File: src/rtl/rf_read_sequencer.sv
// Read-side burst sequencer for the lab register file: walks a wrapping address
// range one entry per ADDR/SEND pair and streams the captured words on valid/ready.
module rf_read_sequencer #(
    parameter int WIDTH = 4,
    parameter int AW    = 2
) (
    input  logic             clk,
    input  logic             reset,
    input  logic             req_valid,
    output logic             req_ready,
    input  logic [AW-1:0]    req_addr,
    input  logic [AW-1:0]    req_len,
    output logic             rf_rd_en,
    output logic [AW-1:0]    rf_addr,
    input  logic [WIDTH-1:0] rf_data,
    output logic             rd_valid,
    input  logic             rd_ready,
    output logic [WIDTH-1:0] rd_data,
    output logic [AW-1:0]    rd_addr,
    output logic             rd_last,
    output logic             busy
);

    typedef enum logic [1:0] {
        IDLE = 2'd0,
        ADDR = 2'd1,
        SEND = 2'd2
    } state_t;

    state_t        state;
    state_t        state_nxt;
    logic [AW-1:0] cur_addr;
    logic [AW-1:0] remaining;

    always_ff @(posedge clk or negedge reset) begin
        if (!reset) begin
            state <= IDLE;
        end else begin
            state <= state_nxt;
        end
    end

    always_comb begin
        state_nxt = state;
        case (state)
            IDLE:    if (req_valid) state_nxt = ADDR;
            ADDR:    state_nxt = SEND;
            SEND:    if (rd_ready) state_nxt = rd_last ? IDLE : ADDR;
            default: state_nxt = IDLE;
        endcase
    end

    // rf_addr is forced to zero outside ADDR so the bank sees a quiet bus.
    always_comb begin
        req_ready = (state == IDLE);
        busy      = (state != IDLE);
        rf_rd_en  = (state == ADDR);
        rf_addr   = (state == ADDR) ? cur_addr : '0;
        rd_valid  = (state == SEND);
    end

    always_ff @(posedge clk or negedge reset) begin
        if (!reset) begin
            cur_addr  <= '0;
            remaining <= '0;
            rd_data   <= '0;
            rd_addr   <= '0;
            rd_last   <= 1'b0;
        end else begin
            case (state)
                IDLE: begin
                    if (req_valid) begin
                        cur_addr  <= req_addr;
                        remaining <= req_len;
                    end
                end
                ADDR: begin
                    rd_data <= rf_data;
                    rd_addr <= cur_addr;
                    rd_last <= (remaining == '0);
                end
                SEND: begin
                    if (rd_ready) begin
                        if (rd_last) begin
                            rd_last <= 1'b0;
                        end else begin
                            // Address wraps naturally at AW bits.
                            cur_addr  <= cur_addr + AW'(1);
                            remaining <= remaining - AW'(1);
                        end
                    end
                end
                default: ;
            endcase
        end
    end

endmodule
File: config.mk
export PLATFORM = sky130hd
export DESIGN_NAME = rf_read_sequencer
export DESIGN_NICKNAME = d
export VERILOG_FILES = /design/src/rtl/rf_read_sequencer.sv
export SDC_FILE = /design/constraint.sdc
export NUM_CORES = 1
export LEC_CHECK = 0
export ABC_AREA = 0
export CORE_MARGIN = 8
export CORE_UTILIZATION = 42
export CTS_CLUSTER_SIZE = 24
export DETAILED_ROUTE_END_ITERATION = 8
export PLACE_DENSITY_LB_ADDON = 0.1
export SLEW_MARGIN = 40
export SYNTH_ARGS = -nofsm -noshare
export SYNTH_HDL_FRONTEND = slang
export SYNTH_SLANG_ARGS = --single-unit
File: constraint.sdc
create_clock -name clk -period 1.55 [get_ports clk]
set_clock_uncertainty 0.1 [all_clocks]
set_input_delay 0.31 -clock clk [delete_from_list [all_inputs] [get_ports clk]]
set_output_delay 0.31 -clock clk [all_outputs]
set_load 0.005 [all_outputs]
== After elaboration in Yosys (flattened, before gate mapping) ==
Cells that the tools add are included.
Word-level totals
  word-level logic and storage cells: 36
  input bits: 12
  register bits: 13
Cells by class
  reduce and logical (&&, ||, !) cells: 8
  add/sub/neg operators: 2
  mux-type cells: 15
  equality and inequality tests: 5
Operators by type and width (count)
  2-bit 2-to-1 mux: 9
  2-bit case mux with 2 select lines: 2
  2-bit case mux with 3 select lines: 1
  2-bit nonzero test: 3
  2-bit zero test: 2
  2-bit inequality test, second input constant: 2
  2-bit AND reduction: 2
  4-bit AND reduction: 1
  2-bit by 1-bit adder with 2-bit output, second input constant: 1
  2-bit by 1-bit equality test with 1-bit output, second input constant: 1
  2-bit equality test, second input constant: 1
  1-bit 2-to-1 mux: 2
  2-bit by 1-bit inequality test with 1-bit output, second input constant: 1
  1-bit case mux with 2 select lines: 1
  2-bit by 1-bit subtractor with 2-bit output, second input constant: 1

== Longest topological paths before layout ==
  depth after elaboration: 4
  depth in mapped cells: 6
  depth with buffers taken out: 5

== Least setup slack after synthesis ==
No wires, ideal clock.
  kind: register to output
  from: register state[0]
  to: output port rf_addr[0]
  required time: 1.140 ns
  slack: 0.294 ns
  path buffers: 2
  cell stages (with the launch flop): 6
  data arrival time: 0.846 ns
  cell sequence: dfrtp_1 > buf_6 > nand2b_4 > buf_12 > inv_6 > and2_4
Between the ends
  word-level cells in the longest chain between the ends: 2
Ends and longest elaborated chain
  from (decl): RTL line 30  | state_t state;
  from (signal assigned): RTL line 39  | state <= state_nxt;
  2-bit by 1-bit equality test with 1-bit output
  via rf_rd_en: RTL line 13  | output logic rf_rd_en,
  2-bit 2-to-1 mux: RTL line 58  | rf_addr = (state == ADDR) ? cur_addr : '0;
  to (decl): RTL line 14  | output logic [AW-1:0] rf_addr,
The timed path passes the listed nets, and every way through them passes these cells.

== Final worst setup path ==
  from: register state[0]
  to: output port req_ready
Between the ends
  word-level cells in the longest chain between the ends: 1
Ends and longest elaborated chain
  2-bit zero test: RTL line 55  | req_ready = (state == IDLE);
  to (decl): RTL line 10  | output logic req_ready,
No other way between the ends.

==> flow_metrics.py <==
metrics = {
    "timing": {
        "slew_viol_final": 0,
        "tightest_slew_ps": 218,
        "max_clock_freq_mhz": 606,
        "fin_crit_sh": 1.07,
        "hold_viol": 0,
        "layout_min_cycle_time_ps": 1650,
        "hold_ws_ps": 246,
        "rsz0062_at_grt": "true",
        "worst_slack_ps": -101,
        "relSlewSlack": 0.854,
        "setup_violations": 4,
    },
    "critical_path": {
        "path_max_fanout": 3,
        "critPathMostFrequentCell": "buf_6",
        "startpoint_type": "register",
        "cp.required_ps": 1140,
        "path_buf_inv": 3,
        "timing.rr.end": "cur_addr[1]",
        "rr_worst_depth": 9,
        "arrival_ps": 1240,
        "crit_start": "state[0]",
        "r2r_slack_ps": 0,
        "timing.rr.start": "state[0]",
        "max_stage_delay_ps": 420,
        "slowest_stage": "dfrtp_1",
        "cp_top_family": "flip-flops",
        "crit_chain": "buf_6 > or2_4 > inv_4 > buf_6",
        "critPathCaptureType": "output port",
        "crit_type": "reg -> out",
    },
    "placement": {
        "portBuffers": 24,
        "routabilityCongestion": 0.795,
        "place_hpwl_um": 1220,
    },
    "power": {
        "vdd_drop_max_mv": 1.00,
        "p_per_area_nw_per_um2": 1980,
        "leakagePower_nw": 0.620,
    },
    "job": {
        "maxCapViolations": 0,
    },
    "final_layout": {
        "diodes": 0,
        "utilization": 0.743,
        "nets": 121,
        "drive_above_1_share": 0.374,
        "area_delta_synth_final_pct": 64.0,
    },
    "routing": {
        "drt-total-wl_um": 1770,
        "post_drt_via_cell_ratio": 5.09,
        "drtIter0Drc": 7,
        "firstDrtPassIters": 2,
        "ant_nets": 0,
        "num_vias": 626,
        "avgRoutedWirePerCell_um": 14.3,
        "drcViolationCount": 0,
    },
    "floorplanning": {
        "rows": 14,
        "ios": 25,
        "fp.dieH_um": 56.3,
        "die_area_um2": 3170,
        "initial_utilization": 0.453,
        "die_w_um": 56.3,
        "core-area_um2": 1510,
    },
    "yosys": {
        "synthTopCellsByArea": "dfrtp_1 48%, nand2_1 7.2%, nand2b_4 4.0%, buf_12 2.9%, inv_1 2.8%",
        "seq_area_frac_synth": 0.477,
        "yosysTopAreaCell": "dfrtp_1",
        "async_reset_ff_frac": 1.00,
        "synth_cells": 64,
        "netlist.area_leader.share": 0.477,
        "yosysUniqueCellTypes": 30,
        "synthTopCellsByCount": "13 x dfrtp_1, 13 x nand2_1, 5 x inv_1",
        "synth-seq-cells": 13,
        "post_synth.cell_area_avg_um2": 10.7,
        "ys.warnings.count": 0,
        "synth_nets": 77,
        "synth_edf_count": 0,
        "post_synth_instance_area_um2": 682,
        "ys.flop_type": "dfrtp_1",
    },
    "cts": {
        "tritoncts": "built",
        "clock-sinks": 13,
        "htreeDepth": 1,
        "clockBufferDepth": 2,
        "cts-hold-fix-buffers": 0,
        "cts_made_buffers": 3,
        "clkTransAtPathRegs_ps": 80,
        "clk_latency_ps": 270,
        "cts_root_buf": "clkbuf_4",
    },
    "global_routing": {
        "grt_pass1_wl_um": 2950,
        "grt_usage": 0.110,
        "grt-ovfl-total": 0,
        "grt_max_degree": 14,
        "antenna_found_initial": 0,
        "grt_pass1_vias": 700,
    },
    "run_status": {
        "violations": "negative setup slack",
        "status": "finished, violations left",
    },
    "hold_path": {
        "hp-class": "in -> async",
    },
}
repair_timing:
item | 4_1_cts | 5_1_grt
setup buffers | 9 | 2
resized for setup | 30 | 17
setup endpoints to repair | 7 | 13
pin swaps | 1 | 1
logic make-up after synthesis:
logic type / Yosys count / synth area share
AOI/OAI and AO/OA: 14 / 0.163
adders and majority gates: 1 / 0.0183
buffers and inverters: 9 / 0.0973
DFF: 13 / 0.477
muxes: 1 / 0.0147
and+or+nand+nor: 26 / 0.229
where the power goes:
part	switching (mW)	total, mW	leakage [nW]	internal, mW
Combinational	0.541	1.38	0.447	0.843
Clock	0.109	0.209	0.0150	0.0995
Sequential	0.113	0.619	0.158	0.506
how the worst max path moves through the flow:
stage          slack, ps  cells past startpoint    endpoint
3_3_place_gp        -100                      4  rf_addr[0]
5_1_grt             -120                      4   req_ready
3_5_place_dp        -110                      4  rf_addr[0]
4_1_cts              -50                      4   req_ready
2_1_floorplan        290                      5  rf_addr[0]
6_report            -100                      4   req_ready
cell usage in the layout, fill, tap and decap left out, drive strengths merged, types with 2 or more instances in the layout:
cell type,synthesis,final
clkbuf,0,5
buf,3,23
nand2b,3,3
nand3b,2,2
inv,6,6
a21o,2,2
clkdlybuf4s50,0,11
and2,3,3
o22a,2,2
dfrtp,13,13
a2bb2oi,2,2
a21oi,3,3
nand2,13,13
dlymetal6s2s,0,6
state kept, by name, summed over array words and instances, names as in the netlist:
name / flops
rd_data: 4
remaining: 2
rd_addr: 2
rd_last: 1
cur_addr: 2
state: 2
final cells by class:
type | instances | area, um^2
clock buffer | 4 | 26.3
fill | 112 | 388
inverter | 6 | 30.0
multi-input combinational | 42 | 313
sequential | 13 | 325
tap | 16 | 20.0
timing repair buffer | 42 | 404
per-stage QoR:
stage	instances	total power, mW	cell area [um^2]	setup slack (ps)	TNS (ps)
floorplan	64	1.23	682	294	0
global placement	109	1.69	963	-96.7	-266
detailed placement	109	1.71	963	-109	-315
CTS	122	2.10	1070	-50.3	-168
global route	123	2.37	1120	-123	-448
finish	123	2.21	1120	-101	-296
worst reg2reg max path, delay by kind of cell, from the launching register on:
family,cells,cell delay [ps]
DFF,1,420
AOI/OAI and AO/OA,1,80
buffers and inverters,6,540
and+or+nand+nor,2,330
per-layer routing:
metal  track usage  wire (um)  up-vias  share of wire
met5             0          0        -              0
met4        0.0309         15        0         0.0085
met3        0.0449        125        2          0.071
met2         0.193        910       14           0.52
met1         0.117        713      308           0.40
li1              -          -      302              -
No activity file was read; power rests on OpenSTA's default activity.
